## src/rtl/aes_req_scheduler.sv

```systemverilog
// rtl/aes_req_scheduler.sv - two-requester round-robin front end for a shared AES_top core
module aes_req_scheduler #(
  parameter int unsigned TIMEOUT_CYCLES = 64,
  parameter int unsigned GAP_CYCLES     = 2
) (
  input  logic         AES_clk,
  input  logic         AES_rst,
  input  logic         req0_valid,
  output logic         req0_ready,
  input  logic [127:0] req0_data,
  input  logic [127:0] req0_key,
  input  logic         req1_valid,
  output logic         req1_ready,
  input  logic [127:0] req1_data,
  input  logic [127:0] req1_key,
  output logic         core_en,
  output logic [127:0] core_data_in,
  output logic [127:0] core_key_in,
  input  logic [127:0] core_data_out,
  input  logic         core_data_out_valid,
  output logic         rsp_valid,
  input  logic         rsp_ready,
  output logic         rsp_id,
  output logic [127:0] rsp_data,
  output logic         rsp_timeout,
  output logic         busy
);

  typedef enum logic [1:0] {S_IDLE, S_RUN, S_RESP, S_GAP} state_t;

  state_t     state, state_nxt;
  logic       ptr;
  logic [7:0] cnt;
  logic       grant_any, grant_id, accept;
  logic       run_timeout, gap_done, rsp_ack;

  // ptr = 0 favours requester 0 when both are valid
  always_comb begin
    grant_any = req0_valid | req1_valid;
    grant_id  = (req0_valid && req1_valid) ? ptr : req1_valid;
  end

  assign accept      = (state == S_IDLE) && grant_any;
  assign run_timeout = (cnt == 8'(TIMEOUT_CYCLES - 1));
  assign gap_done    = (cnt == 8'(GAP_CYCLES - 1));
  assign rsp_ack     = (state == S_RESP) && rsp_ready;

  always_ff @(posedge AES_clk or posedge AES_rst) begin
    if (AES_rst) begin
      state <= S_IDLE;
    end else begin
      state <= state_nxt;
    end
  end

  always_comb begin
    state_nxt = state;
    case (state)
      S_IDLE: if (accept) state_nxt = S_RUN;
      S_RUN:  if (core_data_out_valid || run_timeout) state_nxt = S_RESP;
      S_RESP: if (rsp_ready) state_nxt = S_GAP;
      S_GAP:  if (gap_done) state_nxt = S_IDLE;
      default: state_nxt = S_IDLE;
    endcase
  end

  always_comb begin
    core_en    = (state == S_RUN);
    rsp_valid  = (state == S_RESP);
    busy       = (state != S_IDLE);
    req0_ready = (state == S_IDLE) && grant_any && !grant_id;
    req1_ready = (state == S_IDLE) && grant_any && grant_id;
  end

  // Job datapath; cnt counts RUN cycles, then is reused for the GAP length
  always_ff @(posedge AES_clk or posedge AES_rst) begin
    if (AES_rst) begin
      ptr          <= 1'b0;
      cnt          <= 8'd0;
      core_data_in <= 128'd0;
      core_key_in  <= 128'd0;
      rsp_id       <= 1'b0;
      rsp_data     <= 128'd0;
      rsp_timeout  <= 1'b0;
    end else begin
      case (state)
        S_IDLE: begin
          if (accept) begin
            core_data_in <= grant_id ? req1_data : req0_data;
            core_key_in  <= grant_id ? req1_key : req0_key;
            rsp_id       <= grant_id;
            ptr          <= ~grant_id;
            cnt          <= 8'd0;
          end
        end
        S_RUN: begin
          cnt <= cnt + 8'd1;
          if (core_data_out_valid) begin
            rsp_data    <= core_data_out;
            rsp_timeout <= 1'b0;
          end else if (run_timeout) begin
            rsp_data    <= 128'd0;
            rsp_timeout <= 1'b1;
          end
        end
        S_RESP: begin
          if (rsp_ack) cnt <= 8'd0;
        end
        S_GAP: begin
          cnt <= cnt + 8'd1;
        end
        default: cnt <= 8'd0;
      endcase
    end
  end

endmodule

```

## config.mk

```make
export PLATFORM = sky130hd
export DESIGN_NAME = aes_req_scheduler
export DESIGN_NICKNAME = d
export VERILOG_FILES = /design/src/rtl/aes_req_scheduler.sv
export SDC_FILE = /design/constraint.sdc
export NUM_CORES = 1
export LEC_CHECK = 0
export ABC_AREA = 0
export BUFFER_PORTS_ARGS = -buffer_cell sky130_fd_sc_hd__buf_2
export CORE_AREA = 2 2 407 409
export DETAILED_ROUTE_END_ITERATION = 7
export DIE_AREA = 0 0 409 411
export GPL_TIMING_DRIVEN = 0
export PLACE_DENSITY = 0.3
export SYNTH_ARGS = -nofsm -noshare
export SYNTH_HDL_FRONTEND = slang
export SYNTH_SLANG_ARGS = --single-unit
```

## constraint.sdc

```tcl
create_clock -name AES_clk -period 36.1 [get_ports AES_clk]
set_clock_uncertainty 0.15 [all_clocks]
set_input_delay 1.805 -clock AES_clk [delete_from_list [all_inputs] [get_ports AES_clk]]
set_output_delay 1.805 -clock AES_clk [all_outputs]
set_load 0.02 [all_outputs]
```

==> flow_summary.yaml, run 1 <==
placement:
  gp_congestion: 0.834
  dpl-instance-area_um2: 24200
  portBuffers: 1036
  dpl.hpwl_mm: 97.5
clocking:
  numCtsBuffers: 55
  clock_latency_ns: 0.64
  clockBufferDepth: 3
  cts_max_level: 2
  cts_setup_buffers: 0
  cts.sinks: 397
  clk_pin_slew_ns: 0.05
  cts_resized: 0
  cts_hold_buf: 0
  tritoncts: "done"
  cts_root_buf: "clkbuf_16"
synthesis:
  synth_top_cell_by_area: "dfrtp_1"
  synth_edf_count: 0
  yosysWarnings: 0
  synth.yosys.seq_area_share_pct: 61.6
  synth_cell_types: 33
  syn_avg_cell_area_um2: 10.8
  syn-num-nets: 2140
  postSynth.asyncResetShare_pct: 100
  ys_ff_latch: 397
  yosys.area.top_type_share_pct: 61.6
  syn_area_um2: 16100
  synth-main-ff-cell: "dfrtp_1"
  netlist_instances: 1488
  synthTopCellsByArea: "dfrtp_1 62%, a222oi_1 16%, inv_1 9.1%, nand3_1 4.1%, o21ai_1 3.5%"
sta:
  setup_violations: 0
  relSlewSlack_pct: 9.05
  rsz0062_at_grt: "no"
  min_period_ns: 5.46
  tightest_slew_ns: 1.36
  finalHoldViolations: 0
  fin_crit_sh_pct: 15.1
  setup_tns_ns: 0
  maxSlewViolCount: 0
  max_freq_mhz: 183
floorplanning:
  fp.coreArea_um2: 164000
  ioPinCount: 1037
  die_h_um: 411
  die_area_um2: 168000
  start_util_pct: 9.84
  die_width_um: 409
  num_rows: 149
setup_path:
  path_cells: "buf_2, nand2_1, a21oi_2, buf_8, clkbuf_1, buf_2"
  required_ns: 34.15
  critPathCaptureType: "output pin"
  crit_top_cell: "buf_2"
  cp.arrival_ns: 3.50
  worst_path_max_delay_cell: "clkbuf_1"
  cp-start-kind: "primary input"
  crit_fanout: 10
  critPathKind: "in -> out"
  max_stage_delay_ns: 0.80
power_and_ir_drop:
  power.internal_mw: 1.33
  powerDensity_nw_per_um2: 95.2
  p_leak_nw: 13.8
  power_mw: 2.48
  comb_power_share_pct: 45.6
  seqPwrFrac_pct: 32.2
  power.switching_mw: 1.15
  p_sw_share_pct: 46.2
  ir_drop_mv: 0.0338
  clkPwrFrac_pct: 22.2
route:
  wl_met1_mm: 43.3
  vias: 17300
  vias_per_cell: 3.58
  ant_nets: 0
  drc: 21
  topRoutingLayerUsed: "met5"
  wl_met3_mm: 9.52
  wl_per_cell_um: 24.3
  drt_wl_total_mm: 117
  drt-initial-drc-count: 1926
  dr_wl_met2_mm: 59.8
  first_pass_iters: 8
final_layout:
  multiInputGateArea_um2: 4250
  fin_util_pct: 15.9
  final_nets: 3240
  fill_cells: 18700
  layout-drive-gt1-share_pct: 42.9
  stdcell_area_um2: 26000
  seq_area_um2: 9930
  syn_to_final_growth_pct: 61.4
global_route:
  grt_max_degree: 100
  grt_pass1_vias: 17500
  grt_pass1_wl_mm: 154
  grt_usage_pct: 13.3
  grt-ovfl-total: 0
  antenna_found_initial: 96
run_status:
  violations: "design-rule violations"
  outcome: "finished, violations left"
job:
  cap_violations: 0
min_path:
  hold_class: "reg -> reg"
==> metal layers <==
| layer | vias up | GRT usage [%] |
|---|---|---|
| met2 | 884 | 23.5 |
| met5 | - | 0 |
| met3 | 239 | 4.31 |
| met4 | 52 | 5.40 |
| li1 | 7626 | - |
| met1 | 8528 | 14.6 |
==> logic make-up (layout without fill, tap and decap cells) <==
group                      after synthesis  count (layout)  synth area share, %
DFF                                    397             397                 61.6
adders and majority gates                6               6                0.465
and+or+nand+nor                        162             162                 5.05
AOI/OAI and AO/OA                      397             397                 20.4
xor gates and xnor gates                 4               4                0.217
buffers and inverters                  520            1657                 12.1
other                                    0              27                    0
muxes                                    2               2                0.132
==> power by group through the flow <==
| stage | clock network (mW) | logic, mW | registers (mW) |
|---|---|---|---|
| after floorplan | 0 | 0.374 | 1.03 |
| after global placement | 0 | 1.15 | 0.807 |
| after detailed placement | 0 | 1.15 | 0.803 |
| after CTS | 0.577 | 1.15 | 0.800 |
| after global routing | 0.590 | 1.23 | 0.824 |
| final | 0.550 | 1.13 | 0.799 |
==> critical path, delay by kind of cell <==
family	cells	cell delay [ns]
compound gates	1	0.17
buf+inv	4	1.45
simple gates	1	0.08
==> synth_stat cells (2+ instances only) <==
cell type    n
o21ai_0     19
xor2_1       4
a21oi_1      2
buf_1        7
a21o_1       2
nand3_1    133
nor2_1       7
o21ai_1    112
nand4_1      3
buf_2        2
dfrtp_1    397
a222oi_1   256
ha_1         6
or4_1        2
inv_1      391
nand2_1      9
clkbuf_1   119
and3_1       2
==> state kept, by name, indices dropped and copies added (netlist names) <==
signal,flops
cnt,8
core_key_in,128
rsp_data,128
core_data_in,128
state,2
ptr,1
rsp_timeout,1
rsp_id,1
==> placed cells by master, fill, tap and decap left out, types with 5 or more instances in the layout <==
master and instances:
clkbuf_16 55, nand3_1 133, o21ai_1 111, dfrtp_1 397
nor2_1 7, clkinv_2 5, o21ai_0 19, buf_2 1038
ha_1 6, diode_2 27, clkbuf_1 137, buf_1 7
inv_1 390, clkbuf_8 7, a222oi_1 256, nand2_1 9
==> final timing paths <==
kind                            startpoint               end  slack (ns)  cells past startpoint
hold reg to reg            core_key_in[86]   core_key_in[86]        0.33                      2
hold / removal             core_key_in[86]   core_key_in[86]        0.33                      2
min in group asynchronous          AES_rst  core_data_in[43]        0.97                      2
max in group asynchronous          AES_rst      rsp_data[38]       33.35                      4
setup reg to reg                  state[0]  core_key_in[112]       32.31                      9
setup / recovery                req1_valid        req1_ready       30.64                      6
==> through the flow <==
stage | std cells | hold slack, ns | setup slack, ns
after floorplan | 1488 | 0.322 | 23.11
after global placement | 4713 | 0.311 | 15.63
after detailed placement | 4720 | 0.322 | 30.55
after CTS | 4814 | 0.335 | 30.55
after global routing | 4831 | 0.353 | 30.53
final | 4841 | 0.330 | 30.64
==> cell type report <==
class | instances | area share (%)
antenna | 27 | 0.260
buffer | 129 | 1.88
clock buffer | 80 | 5.92
clock inverter | 14 | 0.726
inverter | 391 | 5.67
multi-input combinational | 571 | 16.3
sequential | 397 | 38.2
tap | 2189 | 10.5
timing repair buffer | 1043 | 20.5
(Power assumes the default switching activity.)
==> inputs of run 2 (changes only) <==
Settings changed: CORE_AREA 2 2 407 409 to 2 2 409 411, DIE_AREA 0 0 409 411 to 0 0 411 413.
Clock period 36.1 ns to 5.1 ns, I/O delays scaled along.
==> flow_summary.yaml, run 2 (synthesis results as in run 1) <==
floorplanning:
  die_area_um2: 170000
  start_util_pct: 9.72
  die_h_um: 413
  die_width_um: 411
  num_rows: 150
  ioPinCount: 1037
  fp.coreArea_um2: 166000
job:
  cap_violations: 0
placement:
  gp_congestion: 0.868
  dpl.hpwl_mm: 92.4
  post-place-ws_ns: 1.02
  placed_cells: 4740
  portBuffers: 1036
power_and_ir_drop:
  powerDensity_nw_per_um2: 602
  p_sw_share_pct: 42.0
  clkPwrFrac_pct: 20.3
  seqPwrFrac_pct: 28.7
  comb_power_share_pct: 51.0
  p_leak_nw: 16.4
  power.internal_mw: 11.4
  power.switching_mw: 8.26
  ir_drop_mv: 0.258
setup_path:
  crit_fanout: 10
  path_cells: "inv_1, ha_1, nand2_1, a21oi_2, clkbuf_1, clkbuf_1, a222oi_1, dlygate4sd3_1, inv_1"
  worst_path_max_delay_cell: "clkbuf_1"
  critPathCaptureType: "register"
  critPathKind: "reg -> reg"
  cp.arrival_ns: 4.93
  rr_worst_depth: 9
  r2r-end: "core_key_in[98]"
  crit_cells: 9
  worstSetupStartpoint: "state[0]"
  cp-endpoint: "core_key_in[98]"
  r2r_setup_slack_ns: 0.58
  r2r_start: "state[0]"
  cp-start-kind: "register"
  required_ns: 5.51
  path_buf_inv: 5
  max_stage_delay_ns: 0.85
  critical_path.top_delay_family: "buffers and inverters"
sta:
  finalHoldViolations: 0
  fin_crit_sh_pct: 88.5
  rsz0062_at_grt: "no"
  tightest_slew_ns: 1.20
  whs_ns: 0.156
  setup_violations: 0
  max_freq_mhz: 221
  min_period_ns: 4.52
  timing.final.ws_setup_ns: 0.584
  maxSlewViolCount: 0
  relSlewSlack_pct: 19.3
final_layout:
  syn_to_final_growth_pct: 102
  final_cells: 5497
  final_common_cell: "buf_2"
  final_nets: 3886
  multiInputGateArea_um2: 4250
  final_cell_mix: "1,039 x buf_2, 641 x dlygate4sd3_1, 397 x dfrtp_1, 390 x inv_1, 256 x a222oi_1"
  fill_cells: 18700
  layout-drive-gt1-share_pct: 34.8
  top_regs: "core_data_in x128, core_key_in x128, rsp_data x128"
  seq_area_um2: 9930
clocking:
  cts_resized: 0
  clock_latency_ns: 0.62
  numCtsBuffers: 55
  cts_setup_buffers: 0
  clk_pin_slew_ns: 0.06
  cts_max_level: 2
  cts_root_buf: "clkbuf_16"
  cts.sinks: 397
  tritoncts: "done"
  clockBufferDepth: 3
global_route:
  grt_pass1_vias: 20600
  grt_usage_pct: 12.8
  grt_pass1_wl_mm: 155
  antenna_found_initial: 72
  grt_max_degree: 37
  grt-ovfl-total: 0
route:
  wl_per_cell_um: 20.8
  first_pass_iters: 8
  vias: 20000
  drc: 31
  vias_per_cell: 3.63
  drt_wl_total_mm: 114
  ant_nets: 0
  drt-initial-drc-count: 2146
min_path:
  hold_class: "in -> reg"
run_status:
  violations: "design-rule violations"
  outcome: "finished, violations left"
[run 2: power by group through the flow]
| stage | registers [mW] | clock network [mW] | logic, mW |
|---|---|---|---|
| final | 5.63 | 3.99 | 10.0 |
| after global routing | 5.79 | 4.28 | 10.9 |
| after CTS | 5.62 | 4.16 | 10.2 |
| after detailed placement | 5.64 | 0 | 8.09 |
| after global placement | 5.67 | 0 | 8.08 |
| after floorplan | 7.27 | 0 | 2.65 |
[run 2: how the worst min path moves through the flow]
stage	startpoint	end	slack (ns)	cells past startpoint
6_report	rsp_ready	cnt[0]	0.16	5
5_1_grt	core_data_out_valid	rsp_data[116]	0.17	4
4_1_cts	rsp_ready	cnt[0]	0.08	5
3_5_place_dp	AES_rst	rsp_data[1]	0.30	2
3_3_place_gp	rsp_id	rsp_id	0.31	1
2_1_floorplan	req1_data[0]	core_data_in[0]	0.25	2
[run 2: metal layers]
metal | vias to the layer above | track usage [%] | routed length (µm)
met2 | 898 | 23.6 | 59900
met5 | - | 0 | 231
li1 | 8919 | - | -
met1 | 9901 | 14.6 | 43400
met4 | 36 | 3.16 | 2920
met3 | 210 | 3.04 | 7960
[run 2: through the flow]
| stage | power, mW | cell area [µm²] | TNS, ns | utilization [%] |
|---|---|---|---|---|
| 6_report | 19.6 | 32600 | 0 | 19.7 |
| 5_1_grt | 21.0 | 32600 | 0 | 19.7 |
| 3_5_place_dp | 13.7 | 24300 | 0 | 14.7 |
| 4_1_cts | 19.9 | 32600 | 0 | 19.6 |
| 3_3_place_gp | 13.8 | 24100 | -1791.59 | 14.5 |
| 2_1_floorplan | 9.92 | 16100 | -257.58 | - |
[run 2: worst register-to-register path: cells and delay by family, from the launching register on]
family | cells | cell delay [ns]
flip-flops | 1 | 0.43
adder cells (fa/ha/maj) | 1 | 0.42
AND/OR/NAND/NOR | 1 | 0.12
AO/OA/AOI/OAI | 2 | 0.90
buffers and inverters | 5 | 2.45
[run 2: final cells by class]
cell class / count / area share (%)
diodes: 21 / 0.161
plain buffers: 129 / 1.51
clock buffers: 83 / 5.10
clock inverters: 12 / 0.525
inverters: 391 / 4.51
multi-input cells: 571 / 13.0
flip-flops and latches: 397 / 30.4
well taps: 2204 / 8.45
repair buffers: 1689 / 36.3
[run 2: what timing repair did]
action                                  in CTS  in global routing
endpoints found under the setup margin       0                  0
hold buffers                               641                  0
hold endpoints to repair                   410                  0
